[src/rtl/write_back_sel_if.sv]
// Write-back request/result bundle shared between the pipeline and write_back_sel.
// The master drives the request side. The slave returns the registered result and status.
interface write_back_sel_if #(
  parameter int WIDTH   = 8,
  parameter int NUM_SRC = 4
);
  localparam int SEL_W = (NUM_SRC > 2) ? $clog2(NUM_SRC) : 1;

  logic [NUM_SRC*WIDTH-1:0] Sources;
  logic [SEL_W-1:0]         Sel;
  logic                     InValid;
  logic                     IsLoad;
  logic                     MemReady;
  logic                     Stall;
  logic                     Flush;
  logic [WIDTH-1:0]         WMux;
  logic                     OutValid;
  logic                     Busy;
  logic                     Timeout;

  modport master (
    output Sources, Sel, InValid, IsLoad, MemReady, Stall, Flush,
    input  WMux, OutValid, Busy, Timeout
  );

  modport slave (
    input  Sources, Sel, InValid, IsLoad, MemReady, Stall, Flush,
    output WMux, OutValid, Busy, Timeout
  );
endinterface

[src/rtl/write_back_sel.sv]
// Write-back source selector with a wait state for late memory data.
// The wait for memory data has a bounded number of non-stalled cycles.
module write_back_sel #(
  parameter int WIDTH       = 8,
  parameter int NUM_SRC     = 4,
  parameter int MEM_TIMEOUT = 15
) (
  input  logic              CLK,
  input  logic              Reset,
  write_back_sel_if.slave   bus
);
  localparam int SEL_W = (NUM_SRC > 2) ? $clog2(NUM_SRC) : 1;
  localparam int CNT_W = $clog2(MEM_TIMEOUT + 1);
  localparam logic [CNT_W-1:0] LAST_CNT = CNT_W'(MEM_TIMEOUT - 1);

  typedef enum logic {IDLE, WAIT_MEM} state_t;

  state_t             state, state_n;
  logic [CNT_W-1:0]   cnt, cnt_n;
  logic [SEL_W-1:0]   sel_q, sel_n;
  logic [SEL_W-1:0]   cap_sel;
  logic [WIDTH-1:0]   sel_val;
  logic [WIDTH-1:0]   wmux;
  logic               capture;
  logic               timeout_n;
  logic               out_valid;
  logic               timeout;

  always_comb begin
    state_n   = state;
    cnt_n     = cnt;
    sel_n     = sel_q;
    cap_sel   = bus.Sel;
    capture   = 1'b0;
    timeout_n = 1'b0;
    if (bus.Flush) begin
      state_n = IDLE;
      cnt_n   = '0;
    end else begin
      unique case (state)
        IDLE: begin
          if (bus.InValid && !bus.Stall) begin
            if (!bus.IsLoad || bus.MemReady) begin
              capture = 1'b1;
            end else begin
              sel_n   = bus.Sel;
              cnt_n   = '0;
              state_n = WAIT_MEM;
            end
          end
        end
        WAIT_MEM: begin
          cap_sel = sel_q;
          // MemReady is checked first so data arriving on the deadline still wins
          if (!bus.Stall) begin
            if (bus.MemReady) begin
              capture = 1'b1;
              cnt_n   = '0;
              state_n = IDLE;
            end else if (cnt == LAST_CNT) begin
              timeout_n = 1'b1;
              cnt_n     = '0;
              state_n   = IDLE;
            end else begin
              cnt_n = cnt + CNT_W'(1);
            end
          end
        end
        default: state_n = IDLE;
      endcase
    end
  end

  // Indices with no matching source fall through to zero
  always_comb begin
    sel_val = '0;
    for (int i = 0; i < NUM_SRC; i++) begin
      if (cap_sel == SEL_W'(i)) sel_val = bus.Sources[i*WIDTH +: WIDTH];
    end
  end

  always_ff @(posedge CLK) begin
    if (Reset) begin
      state     <= IDLE;
      cnt       <= '0;
      sel_q     <= '0;
      wmux      <= '0;
      out_valid <= 1'b0;
      timeout   <= 1'b0;
    end else begin
      state     <= state_n;
      cnt       <= cnt_n;
      sel_q     <= sel_n;
      out_valid <= capture;
      timeout   <= timeout_n;
      if (capture) wmux <= sel_val;
    end
  end

  assign bus.WMux     = wmux;
  assign bus.OutValid = out_valid;
  assign bus.Timeout  = timeout;
  assign bus.Busy     = (state == WAIT_MEM);
endmodule

[src/flat_wrapper.sv]
// flat-port wrapper written by rule: the top's interface ports become plain ports
module write_back_sel_flat 
#(
  parameter int WIDTH       = 8,
  parameter int NUM_SRC     = 4,
  parameter int MEM_TIMEOUT = 15
)
  (CLK, Reset, bus_Sources, bus_Sel, bus_InValid, bus_IsLoad, bus_MemReady, bus_Stall, bus_Flush, bus_WMux, bus_OutValid, bus_Busy, bus_Timeout);
  write_back_sel_if #(.WIDTH(WIDTH), .NUM_SRC(NUM_SRC)) bus_i ();
  input  logic CLK;
  input  logic Reset;
  input wire logic [$bits(bus_i.Sources)-1:0] bus_Sources;
  input wire logic [$bits(bus_i.Sel)-1:0] bus_Sel;
  input wire logic [$bits(bus_i.InValid)-1:0] bus_InValid;
  input wire logic [$bits(bus_i.IsLoad)-1:0] bus_IsLoad;
  input wire logic [$bits(bus_i.MemReady)-1:0] bus_MemReady;
  input wire logic [$bits(bus_i.Stall)-1:0] bus_Stall;
  input wire logic [$bits(bus_i.Flush)-1:0] bus_Flush;
  output wire logic [$bits(bus_i.WMux)-1:0] bus_WMux;
  output wire logic [$bits(bus_i.OutValid)-1:0] bus_OutValid;
  output wire logic [$bits(bus_i.Busy)-1:0] bus_Busy;
  output wire logic [$bits(bus_i.Timeout)-1:0] bus_Timeout;
  assign bus_i.Sources = bus_Sources;
  assign bus_i.Sel = bus_Sel;
  assign bus_i.InValid = bus_InValid;
  assign bus_i.IsLoad = bus_IsLoad;
  assign bus_i.MemReady = bus_MemReady;
  assign bus_i.Stall = bus_Stall;
  assign bus_i.Flush = bus_Flush;
  assign bus_WMux = bus_i.WMux;
  assign bus_OutValid = bus_i.OutValid;
  assign bus_Busy = bus_i.Busy;
  assign bus_Timeout = bus_i.Timeout;
  write_back_sel #(.WIDTH(WIDTH), .NUM_SRC(NUM_SRC), .MEM_TIMEOUT(MEM_TIMEOUT)) u_core (.CLK(CLK), .Reset(Reset), .bus(bus_i));
endmodule
[config.mk]
export PLATFORM = sky130hd
export DESIGN_NAME = write_back_sel_flat
export DESIGN_NICKNAME = d
export VERILOG_FILES = /design/src/rtl/write_back_sel_if.sv /design/src/rtl/write_back_sel.sv /design/src/flat_wrapper.sv
export SDC_FILE = /design/constraint.sdc
export NUM_CORES = 1
export LEC_CHECK = 0
export BUFFER_PORTS_ARGS = -buffer_cell sky130_fd_sc_hd__buf_2
export CORE_ASPECT_RATIO = 0.5
export CORE_MARGIN = 8
export CORE_UTILIZATION = 35
export DETAILED_ROUTE_END_ITERATION = 8
export PLACE_DENSITY = 0.68
export SLEW_MARGIN = 20
export SYNTH_ARGS = -nofsm -noshare
export SYNTH_HDL_FRONTEND = slang
export SYNTH_SLANG_ARGS = --single-unit
[constraint.sdc]
create_clock -name CLK -period 2.3 [get_ports CLK]
set_input_delay 0.46 -clock CLK [delete_from_list [all_inputs] [get_ports CLK]]
set_output_delay 0.46 -clock CLK [all_outputs]
set_load 0.05 [all_outputs]
======== Word level (Yosys, flattened, before mapping) ========
Cells that the tools add are included.
word-level totals
  bits of input ports ..................... 41
  output and inout port bits .............. 11
  register bits ........................... 17
  word-level logic and storage cells ...... 51
cells by class
  reductions and logical operators ........ 9
  add/subtract/negate cells ............... 1
  multiplexer cells ....................... 25
  equal/unequal tests ..................... 7
  bitwise operators ....................... 3
operators with widths
  kind                                                   number
  2-to-1 mux 8 bit                                       4
  2-to-1 mux 4 bit                                       5
  2-to-1 mux 1 bit                                       11
  case mux 4 bit (2 select lines)                        1
  OR reduction 5 bit                                     1
  adder 4 x 1 -> 4 bit, second input constant            1
  == test 2 bit, second input constant                   2
  == test 4 bit, second input constant                   1
  2-to-1 mux 2 bit                                       2
  inequality test 2 bit, second input constant           2
  case mux 1 bit (2 select lines)                        2
  AND reduction 4 bit                                    1
  NOT 1 bit                                              3
  AND reduction 3 bit                                    1
  == test 2 x 1 -> 1 bit, second input constant          1
  zero test 1 bit                                        2
  zero test 2 bit                                        1
  inequality test 2 x 1 -> 1 bit, second input constant  1
  OR reduction 2 bit                                     1
  logical AND 1 bit                                      1
  logical OR 1 bit                                       1

======== Longest topological paths before layout ========
Gate-level depths: netlist (run 1).
  word-level depth ........................ 7
  mapped depth ............................ 7
  mapped depth without buffers ............ 7

======== Worst setup path before layout (run 1) ========
OpenSTA, ideal clock, no wires.
  kind .................................... reg-to-reg
  from .................................... register u_core.state, in the netlist u_core.bus.Busy
  to ...................................... register u_core.wmux[2], in the netlist u_core.bus.WMux[2]
  path buffers ............................ 1
  arrival ................................. 1849 ps
  stages on the path, launching flop included .. 7
  slack ................................... 303 ps
  setup time .............................. 148 ps
  cell sequence ........................... dfxtp_1 > nand2b_2 > buf_6 > mux2i_4 > mux2_2 > o22ai_1 > a311oi_1
between the ends
  word-level cells in the longest chain between the ends .. 7
  elaborated cells on any way between the ends .. 13
  those cells by class .................... eq/ne (3); mux (8); bitwise (1); reduce/logical (1)
ends and longest elaborated chain
  item                            line                  text
  from (decl)                     write_back_sel.sv:18  state_t state, state_n;
  from (signal assigned)          write_back_sel.sv:91  state <= state_n;
  2-to-1 mux 2 bit                write_back_sel.sv:40  unique case (state)
  2-to-1 mux 2 bit                write_back_sel.sv:36  if (bus.Flush) begin
  zero test 2 bit                 write_back_sel.sv:78  if (cap_sel == SEL_W'(i)) sel_val = bus.Sources[i*WIDTH +: WIDTH];
  2-to-1 mux 8 bit (4 in series)  write_back_sel.sv:78
  to (signal assigned)            write_back_sel.sv:96  if (capture) wmux <= sel_val;
  to (decl)                       write_back_sel.sv:23  logic [WIDTH-1:0] wmux;
Several ways; a longest one is shown, not always the timed one.
A chain may end at the register's enable or synchronous reset.

======== Worst setup path after layout (run 1) ========
  from .................................... register u_core.state, in the netlist u_core.bus.Busy
  to ...................................... register u_core.wmux[4], in the netlist u_core.bus.WMux[4]
Same word-level chain as after synthesis.

==> metrics.csv, run 1 <==
metric,value,unit
run status,"finished, final reports clean",
number of buffers inserted during clock tree synthesis,3,
Pre-antenna DRT Iters,3,
routed wire length on met2,1462,um
number of maximum-capacitance violations,0,
worst r2r path cells,5,
worst setup path start,u_core.bus.Busy,
total of endpoints with negative setup slack in the final report,0,
Max Fanout on Critical Path,10,
metal1 wirelength,1262,um
fraction of layout instances using a drive strength above 1,0.4096,
Post-CTS Hold Buffers,0,
Max H-tree Level,1,
total gr overflow,0,
highest routed layer,met4,
Critical Path Start Type,flip-flop,
reg2reg end,u_core.bus.WMux[4],
wire length of the first global-routing pass,4678,um
hold violation count in the final report,0,
chain of cells forming the critical path,"nand2b_2, mux2i_4, mux2i_1, a2111oi_1, a21o_1",
final HPWL from detailed placement,2358,um
Clock Tree Buf Depth,2,
standard cell with the maximum stage delay on the critical path,sky130_fd_sc_hd__dfxtp_1,
worst reg2reg startpoint,u_core.bus.Busy,
destination of the critical timing path,u_core.bus.WMux[4],
Clock Skew,0.0005538,ns
standard cell core area,2651,sq um
detailed-route DRC error count,0,
die extent in x,91.39,um
Synthesized Nets,156,
number of different library cells in the post-synthesis netlist,32,
share of the clock period used by the worst path,0.8119,
pin count of the biggest net entering global routing,12,
max-slew violation count,0,
Mean Syn Cell Area,8.803,sq um
proportion of register bits with asynchronous set or reset after synthesis,0,
Clock Root Buffer,sky130_fd_sc_hd__clkbuf_8,
total of warnings raised by yosys,0,
num rows,13,
register-to-register path setup slack,0.43,ns
Resized Gates After CTS,0,
initial antenna violation count,0,
number of global-route vias before repair,1006,
buffers and inverters on the worst path,0,
clock sink total,17,
largest stage delay on the critical path,0.49,ns
proportion of synthesized chip area in sequential cells,0.3421,
synthesized cell area,994.7,sq um
count of flip-flops with a built-in enable after synthesis,0,
Vert. Die Dim,53.70,um
RSZ-0062 raised after global routing,no,
category of the critical setup timing path,flip-flop to flip-flop,
Post-CTS Repair Setup Buffers,0,
data required time of the critical path,2.51,ns
number of vias per cell,5.020,
Min-Delay Path Class,flip-flop to flip-flop,
clock latency on the worst-skew pair,0.25,ns
vias after detailed routing,1019,
post-layout min period,1.867,ns
peak ir drop on the vdd network,0.1904,mV
DP Area,1285,sq um
Crit path max-delay family,multiplexers,
maximum achievable frequency,535.5,MHz
crit path DAT,2.07,ns
clock tree from TritonCTS,done,
total wire length,2875,um
number of register bits inferred by synthesis,17,
total I/O pin count,52,
dominant synthesized flop cell,sky130_fd_sc_hd__dfxtp_1,
Avg WL per Cell,14.16,um
Post-Syn Instances,113,
cell depth of the worst setup path,5,
final total negative setup slack,0,ns
number of nets at the end of the flow,210,
final antenna-violating net count,0,
initial standard-cell utilization of the core,0.3752,
Slew HR,0.7035,
Routability Congestion,0.7600,
overall routing resource usage,0.1179,
Port Buffers,51,
met3 routed wirelength,116,um
category of the worst setup path capture point,flip-flop,
power per unit of standard cell area,500.3,nW/um^2
area added between synthesis and finish,33.71,%
Antenna Cells,0,
Final Cell Area,1330,sq um
Initial DRC Count,41,
reported leakage power,0.6625,nW
Die Footprint,4907,sq um
clock transition time at the flip-flop clock pins of the worst setup and hold paths,0.07,ns
Least-Margin Pin Slew,0.4355,ns
-- kinds of logic (layout without fill, tap and decap cells) --
logic type / after synthesis / after routing / synth area share
adder cells (fa/ha/maj): 2 / 2 / 0.02515
buffers and inverters: 7 / 60 / 0.03396
AND/OR/NAND/NOR: 43 / 43 / 0.2113
flip-flops: 17 / 17 / 0.3421
multiplexers: 15 / 15 / 0.1698
AO/OA/AOI/OAI: 29 / 29 / 0.2176
-- layout make-up --
type                    instances  area, sq um
clock buffers                   4        45.04
fillers                       281         1321
inverters                       4        15.01
multi-input cells              89        620.6
flip-flops and latches         17        340.3
well taps                      37        46.29
repair buffers                 52        262.8
-- cell usage in the layout, fill, tap and decap left out, drive strengths merged, types with 3 or more instances in the layout --
cell,count
mux2i,10
nand2,8
o21ai,4
a22oi,4
a311oi,4
a2111oi,4
buf,52
inv,4
mux2,5
nand2b,3
nor2,22
dfxtp,17
a21oi,3
a21o,4
clkbuf,4
-- Yosys cell counts (3+ instances only) --
cell type / number / area, sq um
sky130_fd_sc_hd__a2111oi_1: 4 / 40.04
sky130_fd_sc_hd__inv_1: 4 / 15.01
sky130_fd_sc_hd__nand2_1: 8 / 30.03
sky130_fd_sc_hd__a21o_1: 4 / 30.03
sky130_fd_sc_hd__nor2_1: 22 / 82.58
sky130_fd_sc_hd__mux2_2: 5 / 56.30
sky130_fd_sc_hd__dfxtp_1: 17 / 340.3
sky130_fd_sc_hd__o21ai_0: 4 / 20.02
sky130_fd_sc_hd__a311oi_1: 4 / 35.03
sky130_fd_sc_hd__a22oi_1: 4 / 30.03
sky130_fd_sc_hd__mux2i_1: 9 / 90.09
sky130_fd_sc_hd__a21oi_1: 3 / 15.01
-- power breakdown --
group	switching, mW	internal (mW)
Sequential	0.00403	0.302
Clock	0.106	0.123
Combinational	0.0733	0.0579
-- metrics by stage --
step	power [mW]	utilization	setup slack [ns]	hold slack, ns	cells
floorplan	0.3874	-	0.3029	0.4705	113
global placement	0.4425	0.4847	0.3392	0.4391	199
detailed placement	0.4441	0.4847	0.2977	0.4396	199
CTS	0.6779	0.5017	0.4162	0.4582	203
finish	0.6654	0.5017	0.4325	0.4546	203
global route	0.7030	0.5017	0.2791	0.4796	203
-- routing by layer --
layer,vias to the layer above,global-route usage
met4,0,0.03753
met1,468,0.1302
li1,526,-
met2,20,0.2145
met3,5,0.04294
met5,-,0
-- state kept, by name, indices dropped and copies added (netlist names) --
| register | cells |
|---|---|
| u_core.bus.WMux | 8 |
| u_core.cnt | 4 |
| u_core.sel_q | 2 |
| u_core.bus.Busy | 1 |
| u_core.bus.OutValid | 1 |
| u_core.bus.Timeout | 1 |
-- worst register-to-register path: stages (launching register included) --
cell and delay [ns]:
sky130_fd_sc_hd__dfxtp_1 0.49, sky130_fd_sc_hd__nand2b_2 0.21, sky130_fd_sc_hd__mux2i_4 0.43, sky130_fd_sc_hd__mux2i_1 0.14, sky130_fd_sc_hd__a2111oi_1 0.43, sky130_fd_sc_hd__a21o_1 0.12
-- worst min-delay path by stage --
| stage | start | endpoint | slack [ns] | cells past startpoint |
|---|---|---|---|---|
| 3_3_place_gp | u_core.bus.WMux[1] | u_core.bus.WMux[1] | 0.44 | 1 |
| 2_1_floorplan | u_core.cnt[3] | u_core.cnt[3] | 0.47 | 2 |
| 4_1_cts | u_core.bus.WMux[3] | u_core.bus.WMux[3] | 0.46 | 1 |
| 5_1_grt | u_core.bus.WMux[5] | u_core.bus.WMux[5] | 0.48 | 1 |
| 6_report | u_core.bus.WMux[3] | u_core.bus.WMux[3] | 0.45 | 1 |
| 3_5_place_dp | u_core.bus.WMux[3] | u_core.bus.WMux[3] | 0.44 | 1 |
Power figures use the tool's default switching activity.
==> run 2, diff against run 1 <==
- PLACE_DENSITY: 0.68 -> 0.7
- clock period: 2.3 -> 1.7 ns (I/O delays scaled with it)
==> run 2 against run 1 <==
Register-to-register slack got worse by 0.35 ns. Maximum frequency increased by 16%. Count of clock-buffer cells in the layout decreased by 1. Combinational power up 53%. Critical path depth down 1. Global-route usage increased by 0.24 points. Cell area increased by 8.5%. Critical path type unchanged.
==> metrics.csv, run 2 (synthesis gave the netlist of run 1 again) <==
metric,value,unit,change
Slew HR,0.7554,,+0.05195
detailed-route DRC error count,0,,unchanged
Critical Path Start Type,flip-flop,,
maximum achievable frequency,620.0,MHz,+16%
Clock Tree Buf Depth,2,,unchanged
most common library cell in the layout ignoring fill and taps,sky130_fd_sc_hd__buf_2,,
count of placed standard cells including taps,210,,+5.5%
number of nets at the end of the flow,221,,+5.2%
run status,"finished, final reports clean",,
Vert. Die Dim,53.70,um,unchanged
die extent in x,91.39,um,unchanged
vias after detailed routing,1079,,+5.9%
category of the critical setup timing path,flip-flop to flip-flop,,
standard cell core area,2651,sq um,unchanged
destination of the critical timing path,u_core.sel_q[1],,
Clock Root Buffer,sky130_fd_sc_hd__clkbuf_8,,
num rows,13,,unchanged
max reg flops,8,,unchanged
Least-Margin Pin Slew,0.3631,ns,-0.07246 ns
Filler Cells Inserted,259,,-7.8%
final antenna-violating net count,0,,unchanged
Clock Skew,0.003677,ns,+0.003123 ns
worst r2r path cells,4,,-1
initial standard-cell utilization of the core,0.3752,,unchanged
reg2reg end,u_core.sel_q[1],,
Pre-antenna DRT Iters,4,,+1
area added between synthesis and finish,45.03,%,
"non-filler cells, final",214,,+5.4%
Initial DRC Count,43,,+4.9%
number of buffers inserted during clock tree synthesis,3,,unchanged
final core area utilization,0.5441,,+0.04247
Min-Delay Path Class,input pin to flip-flop,,
Avg WL per Cell,13.90,um,-1.9%
reported leakage power,0.7148,nW,+7.9%
Max Fanout on Critical Path,10,,unchanged
clock transition time at the flip-flop clock pins of the worst setup and hold paths,0.07,ns,about the same
Port Buffers,51,,unchanged
final HPWL from detailed placement,2479,um,+5.1%
total gr overflow,0,,unchanged
max-slew violation count,0,,unchanged
number of vias per cell,5.042,,+0.45%
most frequent cells in the layout,"51 x sky130_fd_sc_hd__buf_2, 21 x sky130_fd_sc_hd__nor2_1, 16 x sky130_fd_sc_hd__dfxtp_1, 12 x sky130_fd_sc_hd__buf_4",,
share of the clock period used by the worst path,0.9487,,+0.1368
worst reg2reg startpoint,u_core.bus.Busy,,
number of global-route vias before repair,1042,,+3.6%
pin count of the biggest net entering global routing,11,,-1
total wire length,2974,um,+3.4%
power per unit of standard cell area,635.5,nW/um^2,+27%
number of maximum-capacitance violations,0,,unchanged
clock sink total,17,,unchanged
crit path DAT,1.76,ns,-0.31 ns
clock tree from TritonCTS,done,,
peak ir drop on the vdd network,0.3052,mV,+60%
total of endpoints with negative setup slack in the final report,0,,unchanged
Routability Congestion,0.8156,,+7.3%
wire length of the first global-routing pass,4726,um,+1.0%
overall routing resource usage,0.1203,,+0.002383
RSZ-0062 raised after global routing,no,,
initial antenna violation count,0,,unchanged
Max H-tree Level,1,,unchanged
fraction of layout instances using a drive strength above 1,0.4802,,+0.07059
final total negative setup slack,0,ns,unchanged
total I/O pin count,52,,unchanged
category of the worst setup path capture point,flip-flop,,
clock latency on the worst-skew pair,0.25,ns,about the same
hold violation count in the final report,0,,unchanged
register-to-register path setup slack,0.09,ns,-0.35 ns
data required time of the critical path,1.85,ns,-0.66 ns
Die Footprint,4907,sq um,unchanged
post-layout min period,1.613,ns,-0.2546 ns
worst setup path start,u_core.bus.Busy,,
worst hold slack,0.3685,ns,-0.08609 ns
Antenna Cells,0,,unchanged
[run 2: layer usage]
metal | vias to the layer above | wire (um) | GRT usage
li1 | 548 | - | -
met1 | 501 | 1294 | 0.1348
met2 | 28 | 1526 | 0.2180
met3 | 2 | 133 | 0.04432
met4 | 0 | 19 | 0.03217
met5 | - | 0 | 0
[run 2: worst min path at each step]
stage	startpoint	endpoint	slack, ns	cells after the start
2_1_floorplan	u_core.cnt[3]	u_core.cnt[3]	0.47	2
3_3_place_gp	u_core.bus.WMux[3]	u_core.bus.WMux[3]	0.43	1
3_5_place_dp	u_core.bus.WMux[3]	u_core.bus.WMux[3]	0.44	1
4_1_cts	Reset	u_core.bus.WMux[0]	0.37	2
5_1_grt	Reset	u_core.sel_q[0]	0.39	2
6_report	Reset	u_core.bus.WMux[0]	0.37	2
[run 2: area by class of cell]
cell class / instances / area [sq um] / area share
Multi-Input combinational cell: 89 / 645.6 / 0.4475
Timing Repair Buffer: 63 / 345.3 / 0.2394
Sequential cell: 17 / 344.1 / 0.2385
Tap cell: 37 / 46.29 / 0.03209
Clock buffer: 3 / 41.29 / 0.02862
Inverter: 4 / 15.01 / 0.01041
Clock inverter: 1 / 5.005 / 0.003469
[run 2: worst max-delay path: stages (launching register included)]
cell and delay [ns]:
sky130_fd_sc_hd__dfxtp_4 0.38, sky130_fd_sc_hd__or4_2 0.71, sky130_fd_sc_hd__nor2_2 0.16, sky130_fd_sc_hd__mux2i_1 0.21, sky130_fd_sc_hd__nor2_1 0.05
[run 2: power by group]
group | internal [mW] | switching, mW | total (mW)
Sequential | 0.407 | 0.00547 | 0.412
Clock | 0.163 | 0.142 | 0.305
Combinational | 0.0942 | 0.106 | 0.200
Total | 0.663 | 0.253 | 0.917
[run 2: metrics by stage]
| step | cell area, sq um | power (mW) | setup slack (ns) |
|---|---|---|---|
| floorplan | 998.5 | 0.5227 | 0.01656 |
| global placement | 1371 | 0.6132 | -0.01221 |
| detailed placement | 1371 | 0.6164 | -0.03685 |
| CTS | 1418 | 0.9209 | 0.04515 |
| global route | 1443 | 0.9616 | 0.004806 |
| finish | 1443 | 0.9168 | 0.08715 |
[run 2: what timing repair did]
| action | CTS | global route |
|---|---|---|
| endpoints found under the setup margin | 0 | 4 |
| gates resized for setup | 0 | 5 |
| hold buffers | 0 | 0 |
| hold endpoints to repair | 0 | 0 |
| setup buffers | 0 | 0 |
==> run 3, diff against run 2 <==
- ABC_AREA: default -> 1
==> run 3 against run 2 <==
Count of clock-buffer cells in the layout rose by 1. Clock power is essentially flat. Cell area down 6.0%. First-iteration DRC count is 4.7% higher. Clock skew shrank 0.00084 ns. Maximum frequency grew 9.5%. Register-to-register slack gained 0.14 ns. Global-route usage shrank 0.57 points. Sequential cell count did not move. Largest cell class unchanged.
==> metrics.csv, run 3 <==
metric,value,unit,change
most common library cell in the layout ignoring fill and taps,sky130_fd_sc_hd__buf_2,,
reported leakage power,0.6643,nW,-7.1%
number of maximum-capacitance violations,0,,unchanged
Least-Margin Pin Slew,0.2992,ns,-0.06390 ns
Mean Syn Cell Area,6.509,sq um,-26%
run status,"finished, final reports clean",,
synthesized cell area,1028,sq um,+3.4%
vias after detailed routing,1153,,+6.9%
Antenna Cells,0,,unchanged
proportion of register bits with asynchronous set or reset after synthesis,0,,unchanged
top post-synthesis cells by area,"sky130_fd_sc_hd__dfxtp_1 33%, sky130_fd_sc_hd__nand2_1 16%, sky130_fd_sc_hd__nand3_1 11%",,
final antenna-violating net count,0,,unchanged
total of warnings raised by yosys,0,,unchanged
number of register bits inferred by synthesis,17,,unchanged
power per unit of standard cell area,675.2,nW/um^2,+6.3%
final HPWL from detailed placement,2399,um,-3.2%
Pre-antenna DRT Iters,4,,unchanged
hold violation count in the final report,0,,unchanged
Slew HR,0.7998,,+0.04442
wire length of the first global-routing pass,4650,um,-1.6%
Avg WL per Cell,11.34,um,-18%
detailed-route DRC error count,0,,unchanged
final total negative setup slack,0,ns,unchanged
dominant synthesized flop cell,sky130_fd_sc_hd__dfxtp_1,,
Clock Tree Buf Depth,2,,unchanged
RSZ-0062 raised after global routing,no,,
Port Buffers,51,,unchanged
crit path DAT,1.66,ns,-0.10 ns
post-layout min period,1.472,ns,-0.1404 ns
number of buffers inserted during clock tree synthesis,3,,unchanged
data required time of the critical path,1.89,ns,+0.04 ns
total wire length,2846,um,-4.3%
Max Fanout on Critical Path,3,,-7
share of the clock period used by the worst path,0.8661,,-0.08259
Routability Congestion,0.8325,,+2.1%
proportion of synthesized chip area in sequential cells,0.3309,,-0.01124
category of the worst setup path capture point,flip-flop,,
Resized Gates After CTS,0,,unchanged
Post-CTS Repair Setup Buffers,0,,unchanged
Clock Skew,0.002833,ns,-0.0008437 ns
standard cell core area,2908,sq um,+9.7%
clock tree from TritonCTS,done,,
total I/O pin count,52,,unchanged
pin count of the biggest net entering global routing,15,,+4
Min-Delay Path Class,input pin to flip-flop,,
total gr overflow,0,,unchanged
Post-Syn Instances,158,,+40%
Initial DRC Count,45,,+4.7%
max-slew violation count,0,,unchanged
cell type with the largest total area after synthesis,sky130_fd_sc_hd__dfxtp_1,,
most instantiated cells after synthesis,"43 x sky130_fd_sc_hd__nand2_1, 22 x sky130_fd_sc_hd__nand3_1, 21 x sky130_fd_sc_hd__nor2_1",,
clock transition time at the flip-flop clock pins of the worst setup and hold paths,0.07,ns,about the same
Die Footprint,5034,sq um,+2.6%
initial antenna violation count,0,,unchanged
peak ir drop on the vdd network,0.2792,mV,-8.5%
Vert. Die Dim,54.33,um,+1.2%
fraction of post-synthesis cell area in the top cell type by area,0.3309,,-0.01124
die extent in x,92.66,um,+1.4%
max reg flops,8,,unchanged
total of endpoints with negative setup slack in the final report,0,,unchanged
number of global-route vias before repair,1119,,+7.4%
Clock Root Buffer,sky130_fd_sc_hd__clkbuf_8,,
Critical Path Start Type,flip-flop,,
count of flip-flops with a built-in enable after synthesis,0,,unchanged
clock latency on the worst-skew pair,0.25,ns,about the same
num rows,14,,+1
Post-CTS Hold Buffers,0,,unchanged
final core area utilization,0.4664,,-0.07769
clock sink total,17,,unchanged
overall routing resource usage,0.1146,,-0.005678
Synthesized Nets,201,,+29%
fraction of layout instances using a drive strength above 1,0.3175,,-0.1627
initial standard-cell utilization of the core,0.3537,,-0.02148
most frequent cell after synthesis,sky130_fd_sc_hd__nand2_1,,
number of vias per cell,4.594,,-8.9%
number of different library cells in the post-synthesis netlist,23,,-28%
number of nets at the end of the flow,255,,+15%
Max H-tree Level,1,,unchanged
most frequent cells in the layout,"51 x sky130_fd_sc_hd__buf_2, 43 x sky130_fd_sc_hd__nand2_1, 22 x sky130_fd_sc_hd__nand3_1, 21 x sky130_fd_sc_hd__nor2_1, 17 x sky130_fd_sc_hd__dfxtp_1",,
maximum achievable frequency,679.1,MHz,+9.5%
area added between synthesis and finish,31.87,%,
category of the critical setup timing path,flip-flop to flip-flop,,
run 3: cell types whose count changed after synthesis, sizes merged, moves of 5 or more:
cell / change
a21oi: +6
nand3: +20
o21ai: +8
nand2: +38
mux2: -5
mux2i: -10
inv: +11
run 3: cells by family after synthesis:
| kind of cell | after synthesis | share of synthesized area |
|---|---|---|
| XOR/XNOR | 1 | 0.008517 |
| buffers and inverters | 18 | 0.08394 |
| AND/OR/NAND/NOR | 98 | 0.4404 |
| AO/OA/AOI/OAI | 22 | 0.1119 |
| adder cells (fa/ha/maj) | 2 | 0.02433 |
| flip-flops | 17 | 0.3309 |
run 3: area by class of cell:
| class | instances | area [sq um] |
|---|---|---|
| Fill cell | 348 | 1551 |
| Clock buffer | 4 | 45.04 |
| Inverter | 16 | 63.81 |
| Tap cell | 40 | 50.05 |
| Multi-Input combinational cell | 123 | 601.8 |
| Sequential cell | 17 | 340.3 |
| Timing Repair Buffer | 51 | 255.2 |
run 3: worst paths after layout:
check / start / end / slack [ns] / cells past startpoint
worst max-delay path: u_core.cnt[0] / u_core.cnt[1] / 0.23 / 8
worst min-delay path: bus_MemReady / u_core.bus.Timeout / 0.26 / 2
worst max register to register: u_core.cnt[0] / u_core.cnt[1] / 0.23 / 8
worst min register to register: u_core.bus.WMux[3] / u_core.bus.WMux[3] / 0.47 / 2
run 3: power by group:
part	internal, mW	leakage (nW)	switching [mW]
clock	0.166	0.0228	0.140
sequential	0.409	0.138	0.00492
combinational	0.0726	0.504	0.123
total	0.648	0.664	0.268
run 3: stage by stage:
stage / hold slack [ns] / cell area, sq um / total power, mW / worst slack [ns] / std cells
final: 0.2560 / 1356 / 0.9158 / 0.2276 / 251
after floorplan: 0.4091 / 1028 / 0.5488 / 0.03092 / 158
after detailed placement: 0.4604 / 1311 / 0.6200 / 0.1599 / 247
after global routing: 0.2575 / 1356 / 0.9704 / 0.07892 / 251
after CTS: 0.2520 / 1356 / 0.9298 / 0.2233 / 251
after global placement: 0.4521 / 1311 / 0.6183 / 0.2140 / 247
run 3: routing by layer:
metal  up-vias  part of all wire  global-route usage
met4         0                 0             0.02375
met5         -                 0                   0
met1       511              0.39              0.1170
met2        22              0.54              0.2271
li1        620                 -                   -
met3         0             0.073             0.04378
run 3: worst max-delay path: stages, from the launching register on:
cell and delay, ns:
sky130_fd_sc_hd__dfxtp_1 0.36, sky130_fd_sc_hd__inv_1 0.08, sky130_fd_sc_hd__ha_1 0.21, sky130_fd_sc_hd__nand3_1 0.13, sky130_fd_sc_hd__nand2_1 0.08, sky130_fd_sc_hd__nor2_1 0.15, sky130_fd_sc_hd__inv_1 0.07, sky130_fd_sc_hd__or2_1 0.21
sky130_fd_sc_hd__a21oi_1 0.12
